`config.mk`:
```
export PLATFORM = sky130hd
export DESIGN_NAME = load_store_sequencer
export DESIGN_NICKNAME = d
export VERILOG_FILES = /design/src/rtl/load_store_sequencer_pkg.sv /design/src/rtl/load_store_sequencer_data_align.sv /design/src/rtl/load_store_sequencer.sv
export SDC_FILE = /design/constraint.sdc
export NUM_CORES = 1
export LEC_CHECK = 0
export BUFFER_PORTS_ARGS = -buffer_cell sky130_fd_sc_hd__clkbuf_2
export CAP_MARGIN = 40
export CORE_ASPECT_RATIO = 1.1
export CORE_MARGIN = 5
export CORE_UTILIZATION = 40
export CTS_BUF_LIST = sky130_fd_sc_hd__clkbuf_16
export DETAILED_ROUTE_END_ITERATION = 10
export HOLD_SLACK_MARGIN = 0.05
export MAX_ROUTING_LAYER = met4
export PLACE_DENSITY = 0.71
export SLEW_MARGIN = 20
export SYNTH_ARGS = -nofsm -noshare
export SYNTH_HDL_FRONTEND = slang
export SYNTH_SLANG_ARGS = --single-unit
```
`constraint.sdc`:
```
create_clock -name clk -period 4.2 [get_ports clk]
set_input_delay 0 -clock clk [delete_from_list [all_inputs] [get_ports clk]]
set_output_delay 0 -clock clk [all_outputs]
set_load 0.05 [all_outputs]
```
`src/rtl/load_store_sequencer_pkg.sv`:
```
// Shared types, funct3 encodings and size helpers for the load/store sequencer.
package load_store_sequencer_pkg;

   typedef logic [31:0] addr_t;
   typedef logic [31:0] data_t;

   // RV32I load/store funct3 encodings
   localparam logic [2:0] F3_B  = 3'b000;
   localparam logic [2:0] F3_H  = 3'b001;
   localparam logic [2:0] F3_W  = 3'b010;
   localparam logic [2:0] F3_BU = 3'b100;
   localparam logic [2:0] F3_HU = 3'b101;

   typedef enum logic [2:0] {
      IDLE  = 3'd0,
      REQ0  = 3'd1,
      WAIT0 = 3'd2,
      REQ1  = 3'd3,
      WAIT1 = 3'd4,
      RESP  = 3'd5
   } lsu_state_t;

   // Access size in bytes; funct3[1:0] selects byte/half/word for both signed and unsigned forms
   function automatic logic [2:0] size_bytes(input logic [2:0] funct3);
      case (funct3[1:0])
         2'b00:   return 3'd1;
         2'b01:   return 3'd2;
         default: return 3'd4;
      endcase
   endfunction

   // Byte-lane mask for an access of this size starting at lane 0
   function automatic logic [3:0] size_mask(input logic [2:0] funct3);
      case (funct3[1:0])
         2'b00:   return 4'b0001;
         2'b01:   return 4'b0011;
         default: return 4'b1111;
      endcase
   endfunction

   // Loads accept b/h/w/bu/hu; stores accept only b/h/w
   function automatic logic funct3_legal(input logic is_store, input logic [2:0] funct3);
      if (is_store)
         return (funct3 == F3_B) || (funct3 == F3_H) || (funct3 == F3_W);
      else
         return (funct3 == F3_B) || (funct3 == F3_H) || (funct3 == F3_W) ||
                (funct3 == F3_BU) || (funct3 == F3_HU);
   endfunction

endpackage

```
`src/rtl/load_store_sequencer_data_align.sv`:
```
// lsu_data_align: purely combinational lane steering.
// Stores: size mask and data are shifted across a 64-bit window spanning two words;
// the low word feeds beat 0 and the high word feeds beat 1.
// Loads: the two captured beat words are concatenated, shifted down by the byte
// offset, and the low bytes are sign- or zero-extended by funct3.
module lsu_data_align
   import load_store_sequencer_pkg::*;
(
   input  logic [2:0] funct3,
   input  logic [1:0] off,
   input  data_t      store_data,
   input  data_t      load_word0,
   input  data_t      load_word1,
   output logic [3:0] strb0,
   output logic [3:0] strb1,
   output data_t      wdata0,
   output data_t      wdata1,
   output data_t      load_data
);

   logic [3:0]  mask;
   data_t       masked_data;
   logic [7:0]  strb64;
   logic [63:0] wdata64;
   logic [63:0] word64;

   // Store path: clear unused lanes, then shift strobes and data into place
   always_comb begin
      mask        = size_mask(funct3);
      masked_data = store_data & {{8{mask[3]}}, {8{mask[2]}}, {8{mask[1]}}, {8{mask[0]}}};
      strb64      = {4'b0000, mask} << off;
      wdata64     = {32'h0, masked_data} << {off, 3'b000};
      strb0       = strb64[3:0];
      strb1       = strb64[7:4];
      wdata0      = wdata64[31:0];
      wdata1      = wdata64[63:32];
   end

   // Load path: merge both beats, align to lane 0, then extend
   always_comb begin
      word64 = {load_word1, load_word0} >> {off, 3'b000};
      case (funct3)
         F3_B:    load_data = {{24{word64[7]}}, word64[7:0]};
         F3_BU:   load_data = {24'h0, word64[7:0]};
         F3_H:    load_data = {{16{word64[15]}}, word64[15:0]};
         F3_HU:   load_data = {16'h0, word64[15:0]};
         default: load_data = word64[31:0];
      endcase
   end

endmodule

```
`src/rtl/load_store_sequencer.sv`:
```
// load_store_sequencer: accepts one load/store at a time from execute, issues one or
// two word-aligned beats on the req/gnt/rvalid memory bus, and returns a single
// completion pulse carrying the extended load result or an error flag.
module load_store_sequencer
   import load_store_sequencer_pkg::*;
#(
   parameter int unsigned TIMEOUT_CYCLES = 255
)
(
   input  logic        clk,
   input  logic        reset,
   input  logic        req_valid,
   output logic        req_ready,
   input  logic        req_is_store,
   input  logic [2:0]  req_funct3,
   input  addr_t       req_addr,
   input  data_t       req_wdata,
   output logic        resp_valid,
   output data_t       resp_rdata,
   output logic        resp_error,
   output logic        mem_req,
   output logic        mem_we,
   output addr_t       mem_addr,
   output logic [3:0]  mem_wstrb,
   output data_t       mem_wdata,
   input  logic        mem_gnt,
   input  logic        mem_rvalid,
   input  data_t       mem_rdata
);

   localparam int unsigned CNT_W = (TIMEOUT_CYCLES < 2) ? 1 : $clog2(TIMEOUT_CYCLES + 1);
   // Abort fires in the last allowed cycle so a beat waits at most TIMEOUT_CYCLES cycles
   localparam logic [CNT_W-1:0] CNT_LAST =
      (TIMEOUT_CYCLES == 0) ? '0 : CNT_W'(TIMEOUT_CYCLES - 1);

   lsu_state_t state;
   lsu_state_t state_next;

   logic             is_store_q;
   logic [2:0]       funct3_q;
   addr_t            addr_q;
   data_t            wdata_q;
   logic             split_q;
   logic             err_q;
   data_t            word0_q;
   data_t            word1_q;
   logic [CNT_W-1:0] cnt;

   logic       accept;
   logic       req_legal;
   logic       req_split;
   logic       timeout_hit;
   logic       abort;
   logic       latch0;
   logic       latch1;
   addr_t      beat0_addr;
   addr_t      beat1_addr;
   logic [3:0] strb0;
   logic [3:0] strb1;
   data_t      wdata0;
   data_t      wdata1;
   data_t      load_data;

   assign req_ready   = (state == IDLE);
   assign accept      = req_valid && req_ready;
   assign req_legal   = funct3_legal(req_is_store, req_funct3);
   // Offset plus size past one word means the access straddles two words
   assign req_split   = ({1'b0, req_addr[1:0]} + size_bytes(req_funct3)) > 3'd4;
   assign timeout_hit = (TIMEOUT_CYCLES != 0) && (cnt == CNT_LAST);
   assign beat0_addr  = {addr_q[31:2], 2'b00};
   assign beat1_addr  = beat0_addr + 32'd4;

   lsu_data_align u_align (
      .funct3     (funct3_q),
      .off        (addr_q[1:0]),
      .store_data (wdata_q),
      .load_word0 (word0_q),
      .load_word1 (word1_q),
      .strb0      (strb0),
      .strb1      (strb1),
      .wdata0     (wdata0),
      .wdata1     (wdata1),
      .load_data  (load_data)
   );

   // State register
   // NOTE: sequential state uses non-blocking (<=) so every flop samples pre-edge values.
   always_ff @(posedge clk or posedge reset) begin
      if (reset) state <= IDLE;
      else       state <= state_next;
   end

   // Next-state and memory-bus outputs
   // NOTE: every output gets a default first so no path leaves a value held, which would infer a latch.
   always_comb begin
      state_next = state;
      abort      = 1'b0;
      latch0     = 1'b0;
      latch1     = 1'b0;
      mem_req    = 1'b0;
      mem_we     = 1'b0;
      mem_addr   = '0;
      mem_wstrb  = '0;
      mem_wdata  = '0;
      case (state)
         IDLE: begin
            if (req_valid) state_next = req_legal ? REQ0 : RESP;
         end
         REQ0: begin
            mem_req  = 1'b1;
            mem_we   = is_store_q;
            mem_addr = beat0_addr;
            if (is_store_q) begin
               mem_wstrb = strb0;
               mem_wdata = wdata0;
            end
            if (mem_gnt) begin
               if (is_store_q) state_next = split_q ? REQ1 : RESP;
               else            state_next = WAIT0;
            end else if (timeout_hit) begin
               abort      = 1'b1;
               state_next = RESP;
            end
         end
         WAIT0: begin
            if (mem_rvalid) begin
               latch0     = 1'b1;
               state_next = split_q ? REQ1 : RESP;
            end else if (timeout_hit) begin
               abort      = 1'b1;
               state_next = RESP;
            end
         end
         REQ1: begin
            mem_req  = 1'b1;
            mem_we   = is_store_q;
            mem_addr = beat1_addr;
            if (is_store_q) begin
               mem_wstrb = strb1;
               mem_wdata = wdata1;
            end
            if (mem_gnt) begin
               state_next = is_store_q ? RESP : WAIT1;
            end else if (timeout_hit) begin
               abort      = 1'b1;
               state_next = RESP;
            end
         end
         WAIT1: begin
            if (mem_rvalid) begin
               latch1     = 1'b1;
               state_next = RESP;
            end else if (timeout_hit) begin
               abort      = 1'b1;
               state_next = RESP;
            end
         end
         RESP:    state_next = IDLE;
         default: state_next = IDLE;
      endcase
   end

   // Request capture, error flag and load beat data
   // NOTE: these are a handful of control/data flops, not a memory array, so resetting them is cheap and keeps outputs defined.
   always_ff @(posedge clk or posedge reset) begin
      if (reset) begin
         is_store_q <= 1'b0;
         funct3_q   <= '0;
         addr_q     <= '0;
         wdata_q    <= '0;
         split_q    <= 1'b0;
         err_q      <= 1'b0;
         word0_q    <= '0;
         word1_q    <= '0;
      end else begin
         if (accept) begin
            is_store_q <= req_is_store;
            funct3_q   <= req_funct3;
            addr_q     <= req_addr;
            wdata_q    <= req_wdata;
            split_q    <= req_split;
            err_q      <= !req_legal;
         end else if (abort) begin
            err_q <= 1'b1;
         end
         if (latch0) word0_q <= mem_rdata;
         if (latch1) word1_q <= mem_rdata;
      end
   end

   // Per-beat wait counter, restarted whenever the FSM changes state
   always_ff @(posedge clk or posedge reset) begin
      if (reset)                    cnt <= '0;
      else if (state_next != state) cnt <= '0;
      else                          cnt <= cnt + 1'b1;
   end

   // Completion outputs, forced to zero outside the response cycle
   assign resp_valid = (state == RESP);
   assign resp_error = resp_valid && err_q;
   assign resp_rdata = (resp_valid && !err_q && !is_store_q) ? load_data : '0;

endmodule

```
Word level (Yosys, flattened, before mapping)
Cells that the tools add are included.
{ "totals": {"ff_bits": 145, "elab_cells": 88, "out_inout_bits": 105, "latch_bits": 0, "in_bits": 105, "n_memories": 0, "ram_bits": 0, "mem_bits_ro": 0} }
{ "classes": {"eq_ne": 16, "bitwise": 1, "order_cmp": 1, "n_reduce_logical": 19, "addsub": 3, "mux": 35, "shift": 3, "multipliers": 0, "div_mod_pow": 0} }
{ "op_table": {"columns": ["operator", "n"], "rows": [
  ["32-bit one-hot mux with 2 select lines", 2],
  ["32-bit one-hot mux with 4 select lines", 1],
  ["32-bit 2-to-1 mux", 3],
  ["32-bit by 5-bit left shift with 64-bit output", 1],
  ["64-bit by 5-bit >> shifter with 32-bit output", 1],
  ["32-bit by 3-bit adder with 32-bit output (second input constant)", 1],
  ["32-bit AND", 1],
  ["3-bit 2-to-1 mux", 9],
  ["3-bit == test (second input constant)", 6],
  ["4-bit one-hot mux with 2 select lines", 2],
  ["3-bit one-hot mux with 5 select lines", 1],
  ["1-bit 2-to-1 mux", 12],
  ["3-bit by 1-bit == test with 1-bit output (second input constant)", 3],
  ["3-bit by 2-bit == test with 1-bit output (second input constant)", 3],
  ["3-bit zero test", 3],
  ["8-bit by 1-bit adder with 8-bit output (second input constant)", 1],
  ["8-bit == test (second input constant)", 1],
  ["4-bit 2-to-1 mux", 2],
  ["8-bit 2-to-1 mux", 1],
  ["4-bit by 2-bit left shift with 8-bit output", 1],
  ["3-bit one-hot mux with 2 select lines", 1],
  ["2-bit by 1-bit == test with 1-bit output (second input constant)", 2],
  ["1-bit logical AND", 4],
  ["2-bit zero test", 2],
  ["other kinds (8)", 14]
]} }

Logic depth before layout (Yosys ltp)
Gate-level depths: netlist (run 1).
{ "logic_depth": {"ltp_word": 11, "ltp_mapped": 8, "ltp_nobuf": 7} }

Hierarchy
From an unflattened synthesis (run 1), not the netlist that was laid out.
{ "hier_totals": {"cells_unflattened": 914, "hier_area_um2": 9610.5} }
{ "modules_own_cells": {"columns": ["mod", "area_each_um2", "n_inst", "seq_area_each_um2", "cells_per_inst"], "rows": [
  ["load_store_sequencer", 7557.2, 1, 3628.5, 660],
  ["lsu_data_align", 2053.2, 1, 0.0, 254]
]} }

Least setup slack after synthesis (run 1)
OpenSTA, ideal clock, no wires.
{ "synth_timing": {"path_type": "register to register", "startpoint": "register state[2]", "endpoint": "register addr_q[11]", "synth_period_minus_slack_ps": 2813, "slack_ps": 1387, "setup_ps": 125, "stages_incl_launch_ff": 7, "required_time_ps": 4075, "path_buffers": 3, "arrival_ps": 2688, "path_cell_list": "dfrtp_1 -> buf_2 -> nor3_1 -> and2_1 -> buf_2 -> buf_2 -> mux2_2"} }
{ "synth_between": {"elab_chain_len": 2} }
{ "synth_lines": {"columns": ["item", "line", "rtl"], "rows": [
  ["start: declaration", "load_store_sequencer.sv:36", "lsu_state_t state;"],
  ["start signal: assignment", "load_store_sequencer.sv:90", "else state <= state_next;"],
  ["3-bit zero test", "load_store_sequencer.sv:64", "assign req_ready = (state == IDLE);"],
  ["named net req_ready", "load_store_sequencer.sv:13", "output logic req_ready,"],
  ["1-bit logical AND", "load_store_sequencer.sv:65", "assign accept = req_valid && req_ready;"],
  ["end signal: assignment", "load_store_sequencer.sv:179", "addr_q <= req_addr;"],
  ["end: declaration", "load_store_sequencer.sv:41", "addr_t addr_q;"]
]} }
The timed path passes the listed nets, and every way through them passes these cells.
A chain may end at the register's enable or synchronous reset.

Worst setup path in the final report (run 1)
{ "layout_timing": {"startpoint": "register state[0]", "endpoint": "output mem_wdata[17]"} }
{ "layout_between": {"elab_chain_len": 2, "word_cells_on_any_way": 3, "classes_between": "eq/ne (2); mux (1)"} }
{ "layout_lines": {"columns": ["item", "line", "rtl"], "rows": [
  ["3-bit by 2-bit == test with 1-bit output or 3-bit by 1-bit == test with 1-bit output (tied branches)", "load_store_sequencer.sv:105", "case (state)"],
  ["32-bit one-hot mux with 2 select lines *", "load_store_sequencer.sv:105", null],
  ["end: declaration", "load_store_sequencer.sv:25", "output data_t mem_wdata,"]
]} }
Every way passes the cells marked *; elsewhere a longest branch is shown, timed or not.

==> run metrics, run 1 <==
critical path peak fanout 18; depth of the CTS H-tree 4; Max transition margin 0.461; global-route wire length before repair 39600 um; WP data arrival 3040 ps; Core ar. 20400 um2; count of different cell masters after synthesis 56; synthesized instance count 801; ys flop type sky130_fd_sc_hd__dfrtp_1; area of combinational cells with multiple inputs 4460 um2; worst reg2reg startpoint state[1]; area occupied by registers 3430 um2; peak-usage layer in the global routing report met2; Final period util 0.724; top cells by area in the synthesized netlist sky130_fd_sc_hd__dfrtp_1, sky130_fd_sc_hd__mux2_2, sky130_fd_sc_hd__mux2i_1; nature of the critical path startpoint register; Crit. Startpoint state[0]; outcome finished, final reports clean; peak supply drop 0.321 mV; most common cell in the synthesized netlist sky130_fd_sc_hd__dfrtp_1; number of iterations in the first detailed-routing pass 5; Routed WL per cell 18.0 um; share of the synthesized area in the top cell type 0.419; utilization of the core after routing 0.544; clock insertion delay at the later pin of the skew report 430 ps; clock period minus worst slack 3040 ps; met2 usage in global routing 0.364; cell with the largest stage delay on the worst path sky130_fd_sc_hd__dfrtp_1; pin count of the biggest net entering global routing 61; final-report setup violation count 0; buffers from clock root to sink, at most 2; antenna violations before repair 1; Hold Fails Final Rpt 0; Die Y 160 um; horizontal die dimension 146 um; cell class contributing the biggest share of worst-path delay simple AND/OR/NAND/NOR gates; list of most frequent post-synthesis cells sky130_fd_sc_hd__dfrtp_1, sky130_fd_sc_hd__mux2_2, sky130_fd_sc_hd__nor2_1, sky130_fd_sc_hd__nand2_1, sky130_fd_sc_hd__a21oi_1; total DRC errors in the routed layout 0; fraction of synthesis flops using an asynchronous set or reset pin 1.00; worst setup path category register to primary output; number of port buffers 207; measured slew at the worst slew-check pin 807 ps; overall global routing resource usage 0.215; ports placed on the boundary 210; slack of the critical path 1160 ps; number of synthesized flops with an enable pin 0; Final Power 8.35 mW; Layout area overhead 35.4%; netlist area before placement 8190 um2; depth of the critical timing path with buffers and inverters included 7; achievable clock frequency 329 MHz; leakage power of the design 5.02 nW; number of max-cap violations 0; Clock transition at path regs 70 ps; placed instance count 1218; #FFs+latches synth 137; unrepaired setup endpoints after global routing no; met3 usage in global routing 0.0480; Pwr per Cell Area 753 nW/um2; library cell used as clock root buffer sky130_fd_sc_hd__clkbuf_16; routed vias 7355; RePlAce Congestion 0.878; detailed router's first-iteration violation count 462; post-synthesis sequential area ratio 0.419; Final #Nets 1196; Post-Route Skew 14.2 ps; Post-Place Worst Slack 1500 ps; vias per cell 5.42; Yosys warning total 0; Finished Layout Cells 1357; Die ar. 23400 um2; fraction of layout instances using a drive strength above 1 0.370; TritonCTS clock tree done; kind of capture point of the worst setup path primary output; aggregate global routing overflow 0; Starting Density 0.402; TritonCTS Buffers 17; Final ANT Viol Nets 0; post-synthesis area per instance 10.2 um2; number of sinks handled by clock tree synthesis 137; Setup TNS Final 0 ps; vias in the first global route 7605; critical path buffer and inverter count 3; largest area contributor in the synthesized netlist sky130_fd_sc_hd__dfrtp_1; met1 usage 0.254; Post-Layout Inst Area 11100 um2; sum of net half-perimeters after detailed placement 16600 um; Final Max Slew Viols 0; count of cells along the worst register-to-register path 7; fill cell count 1758; classification of the worst-slack hold path input port to async pin; critical path data required time 4200 ps; final worst hold slack 142 ps; total wire length after detailed routing 24500 um; row cnt 55; maximum cell stage delay along the critical path 660 ps; cell area reported after detailed placement 9420 um2; chain of cells forming the critical path nand3b_1 > inv_1 > nand3_1 > buf_4 > nor2_1 > a221o_1 > clkbuf_2
metal layers:
metal / vias up / routed length, um
met1: 3571 / 9860
li1: 3466 / -
met4: 0 / 585
met5: - / 0
met3: 44 / 1420
met2: 274 / 12600
layout by cell type (no fill, tap or decap), types with 7 or more instances in the layout:
cell,netlist,routed
sky130_fd_sc_hd__dfrtp_1,137,135
sky130_fd_sc_hd__clkbuf_16,0,17
sky130_fd_sc_hd__a22oi_1,16,16
sky130_fd_sc_hd__mux2_2,128,128
sky130_fd_sc_hd__nor3_2,7,7
sky130_fd_sc_hd__nor2_1,74,74
sky130_fd_sc_hd__nor2b_1,12,12
sky130_fd_sc_hd__and2_1,8,7
sky130_fd_sc_hd__nand2_1,50,50
sky130_fd_sc_hd__nand3_1,24,24
sky130_fd_sc_hd__mux2_1,11,11
sky130_fd_sc_hd__nand4_1,9,9
sky130_fd_sc_hd__a211oi_1,15,15
sky130_fd_sc_hd__mux2i_1,28,28
sky130_fd_sc_hd__o22ai_1,17,17
sky130_fd_sc_hd__nor3_1,11,11
sky130_fd_sc_hd__clkbuf_2,0,207
sky130_fd_sc_hd__a21oi_1,37,37
sky130_fd_sc_hd__o21ai_0,25,25
sky130_fd_sc_hd__inv_1,11,10
sky130_fd_sc_hd__xor2_1,16,16
sky130_fd_sc_hd__dlygate4sd3_1,0,104
sky130_fd_sc_hd__and3_1,13,13
sky130_fd_sc_hd__xnor2_1,20,20
sky130_fd_sc_hd__a21o_1,9,9
sky130_fd_sc_hd__a221o_1,8,8
sky130_fd_sc_hd__buf_4,3,11
state kept, by name, indices dropped and copies added, names as in the netlist:
name / cells
addr_q: 32
wdata_q: 32
word0_q: 32
word1_q: 24
cnt: 8
funct3_q: 3
state: 3
err_q: 1
is_store_q: 1
split_q: 1
worst register-to-register path: cells and delay by family, from the launching register on:
family	cells	cell delay (ps)
AO/OA/AOI/OAI	2	460
buffers and inverters	2	680
flip-flops	1	510
AND/OR/NAND/NOR	3	650
final timing paths:
path / to / slack [ps]
hold reg to reg: word1_q[8] / 500
setup / recovery: mem_wdata[17] / 1160
hold / removal: word0_q[11] / 140
setup reg to reg: cnt[1] / 1770
max in group asynchronous: wdata_q[14] / 2960
min in group clk: word1_q[3] / 340
where the power goes:
group          switching (mW)  internal [mW]  leakage (nW)
sequential              0.663           1.96          1.66
combinational            2.52           1.67          3.07
clock                   0.683          0.854         0.294
kinds of logic (layout without fill, tap and decap cells):
group / count (synthesis) / in the layout / synth area share
buffers and inverters: 73 / 370 / 0.0394
xor gates and xnor gates: 36 / 36 / 0.0385
adders and majority gates: 5 / 5 / 0.00856
DFF: 137 / 137 / 0.419
AOI/OAI and AO/OA: 142 / 142 / 0.116
other: 1 / 4 / 0.000458
and+or+nand+nor: 240 / 240 / 0.153
muxes: 167 / 167 / 0.225
timing repair:
action | 4_1_cts | 5_1_grt
resized for setup | 0 | 0
setup buffers | 0 | 0
setup endpoints to repair | 0 | 0
hold buffers | 104 | 0
hold endpoints to repair | 177 | 0
final cells by class:
type / instances / area share
multi-input combinational: 592 / 0.402
timing repair buffer: 325 / 0.199
inverter: 13 / 0.00486
clock buffer: 17 / 0.0384
antenna: 2 / 0.000452
sequential: 137 / 0.310
clock inverter: 15 / 0.0161
tap: 256 / 0.0289
Note: power is estimated with default switching activity, not from simulation.
==> run 2, diff against run 1 <==
PLACE_DENSITY = 0.73   (was 0.71)
clock period = 2.7 ns   (was 4.2 ns; I/O delays follow)
==> run 2 against run 1 <==
  * Register-to-register slack got worse by 1200 ps
  * Largest cell class unchanged
  * Combinational power rose by 62%
  * Critical endpoint is now resp_rdata[30]
  * Clock power rose by 60%
  * Critical path type unchanged
==> run metrics, run 2 (synthesized netlist as in run 1, its figures left out) <==
maximum cell stage delay along the critical path 490 ps (was 660 ps); kind of capture point of the worst setup path primary output (unchanged); depth of the CTS H-tree 4 (unchanged); post-CTS setup buffer count 0 (unchanged); Setup TNS Final 0 ps (unchanged); final-report setup violation count 0 (unchanged); vias in the first global route 7815 (was 7605); worst setup path category register to primary output (unchanged); critical path data required time 2700 ps (was 4200 ps); row cnt 55 (unchanged); horizontal die dimension 146 um (unchanged); reg2reg end state[0] (was cnt[1]); Final #Nets 1205 (was 1196); cell class contributing the biggest share of worst-path delay simple AND/OR/NAND/NOR gates (unchanged); Crit. Startpoint state[1] (was state[0]); utilization of the core after routing 0.557 (was 0.544); Final ANT Viol Nets 0 (unchanged); fraction of layout instances using a drive strength above 1 0.381 (was 0.370); vias per cell 5.49 (was 5.42); WP data arrival 2560 ps (was 3040 ps); Max transition margin 0.491 (was 0.461); leading cell types in the layout, fill and taps excluded sky130_fd_sc_hd__clkbuf_2, sky130_fd_sc_hd__dfrtp_1, sky130_fd_sc_hd__mux2_2 (unchanged); final worst hold slack 329 ps (was 142 ps); chain of cells forming the critical path nand3b_1 > or3_1 > nor3_1 > o21ai_2 > o21ai_0 > clkbuf_2 (was nand3b_1 > inv_1 > nand3_1 > buf_4 > nor2_1 > a221o_1 > clkbuf_2); overall global routing resource usage 0.219 (was 0.215); area of combinational cells with multiple inputs 4480 um2 (was 4460 um2); global-route wire length before repair 40600 um (was 39600 um); Starting Density 0.402 (unchanged); achievable clock frequency 390 MHz; Routed WL per cell 18.3 um (was 18.0 um); pin count of the biggest net entering global routing 138 (was 61); measured slew at the worst slew-check pin 763 ps (was 807 ps); clock period minus worst slack 2560 ps; outcome finished, final reports clean (unchanged); TritonCTS clock tree done (unchanged); Final period util 0.949; leading cell type in the layout, fill and taps excluded sky130_fd_sc_hd__clkbuf_2 (unchanged); clock insertion delay at the later pin of the skew report 430 ps (about the same); nature of the critical path startpoint register (unchanged); classification of the worst-slack hold path input port to async pin (unchanged); area occupied by registers 3430 um2 (about the same); buffers from clock root to sink, at most 2 (unchanged); library cell used as clock root buffer sky130_fd_sc_hd__clkbuf_16 (unchanged); RePlAce Congestion 0.915 (was 0.878); biggest registers after layout addr_q x32, wdata_q x32, word0_q x32 (unchanged); Hold Fails Final Rpt 0 (unchanged); cell with the largest stage delay on the worst path sky130_fd_sc_hd__dfrtp_1 (unchanged); Post-Route Skew 17.7 ps (was 14.2 ps); aggregate global routing overflow 0 (unchanged); leakage power of the design 5.10 nW (was 5.02 nW); ports placed on the boundary 210 (unchanged); antenna violations before repair 1 (unchanged); worst reg2reg startpoint cnt[2] (was state[1]); Final Max Slew Viols 0 (unchanged); total wire length after detailed routing 25000 um (was 24500 um); TritonCTS Buffers 17 (unchanged); detailed router's first-iteration violation count 444 (was 462); number of sinks handled by clock tree synthesis 137 (unchanged); critical path buffer and inverter count 1 (was 3); Core ar. 20400 um2 (unchanged); Layout area overhead 38.6% (was 35.4%); unrepaired setup endpoints after global routing no (unchanged); number of port buffers 207 (unchanged); Die ar. 23400 um2 (unchanged); number of max-cap violations 0 (unchanged); number of iterations in the first detailed-routing pass 5 (unchanged); routed vias 7498 (was 7355); Clock transition at path regs 60 ps (was 70 ps); Die Y 160 um (unchanged); count of cells along the worst register-to-register path 6 (was 7); total DRC errors in the routed layout 0 (unchanged); fill cell count 1690 (was 1758); Pwr per Cell Area 1170 nW/um2 (was 753 nW/um2); worst setup slack for register-to-register paths 580 ps (was 1770 ps); critical path peak fanout 16 (was 18); sum of net half-perimeters after detailed placement 16700 um (was 16600 um); peak supply drop 0.610 mV (was 0.321 mV)
==> run 2: cell count changes in the layout (fill, tap and decap cells not counted), sizes merged <==
cell,change
buf,+18
clkbuf,-10
inv,-5
clkinvlp,+3
bufinv,+2
dlygate4sd3,+1
==> run 2: worst max path at each step <==
stage / end / slack, ps / cells past startpoint
after CTS: resp_rdata[30] / 50 / 6
final: resp_rdata[30] / 140 / 6
after global routing: resp_rdata[30] / 3 / 6
after global placement: resp_rdata[26] / 420 / 6
after floorplan: resp_rdata[21] / 240 / 7
after detailed placement: resp_rdata[30] / 360 / 6
==> run 2: report_power, final <==
part / internal [mW] / switching, mW
Combinational: 2.74 / 4.03
Sequential: 3.05 / 0.999
Clock: 1.47 / 0.985
==> run 2: worst reg2reg max path: cells and delay by family (launching register included) <==
kind / cells / cell delay, ps
AND/OR/NAND/NOR: 3 / 610
buffers and inverters: 1 / 590
AO/OA/AOI/OAI: 2 / 420
flip-flops: 1 / 420
==> run 2: routing by layer <==
metal | vias to the layer above | global-route usage | share of wire | wire length, um
li1 | 3482 | - | - | -
met1 | 3659 | 0.250 | 0.39 | 9720
met2 | 308 | 0.375 | 0.52 | 12900
met3 | 49 | 0.0485 | 0.061 | 1530
met4 | 0 | 0.0847 | 0.034 | 850
met5 | - | - | 0 | 0
==> run 2: cell type report <==
type                            instances  area share
Multi-Input combinational cell        592       0.394
Sequential cell                       137       0.303
Timing Repair Buffer                  334       0.215
Clock buffer                           17      0.0375
Tap cell                              256      0.0282
Clock inverter                         15      0.0168
Inverter                               13     0.00463
Antenna cell                            2    0.000441
==> run 2: timing repair <==
| action | in CTS | in global routing |
|---|---|---|
| setup endpoints to repair | 16 | 25 |
| resized for setup | 2 | 5 |
| hold buffers | 105 | 0 |
| hold endpoints to repair | 265 | 0 |
==> run 2: stage by stage <==
step                      setup slack [ps]  instances  power (mW)  cell area (um2)
after floorplan                        241        802        8.93             8200
after CTS                             46.7       1364        13.3            11300
final                                  136       1366        13.3            11300
after global placement                 416       1227        10.5             9650
after detailed placement               356       1227        10.6             9650
after global routing                  2.75       1365        14.1            11300
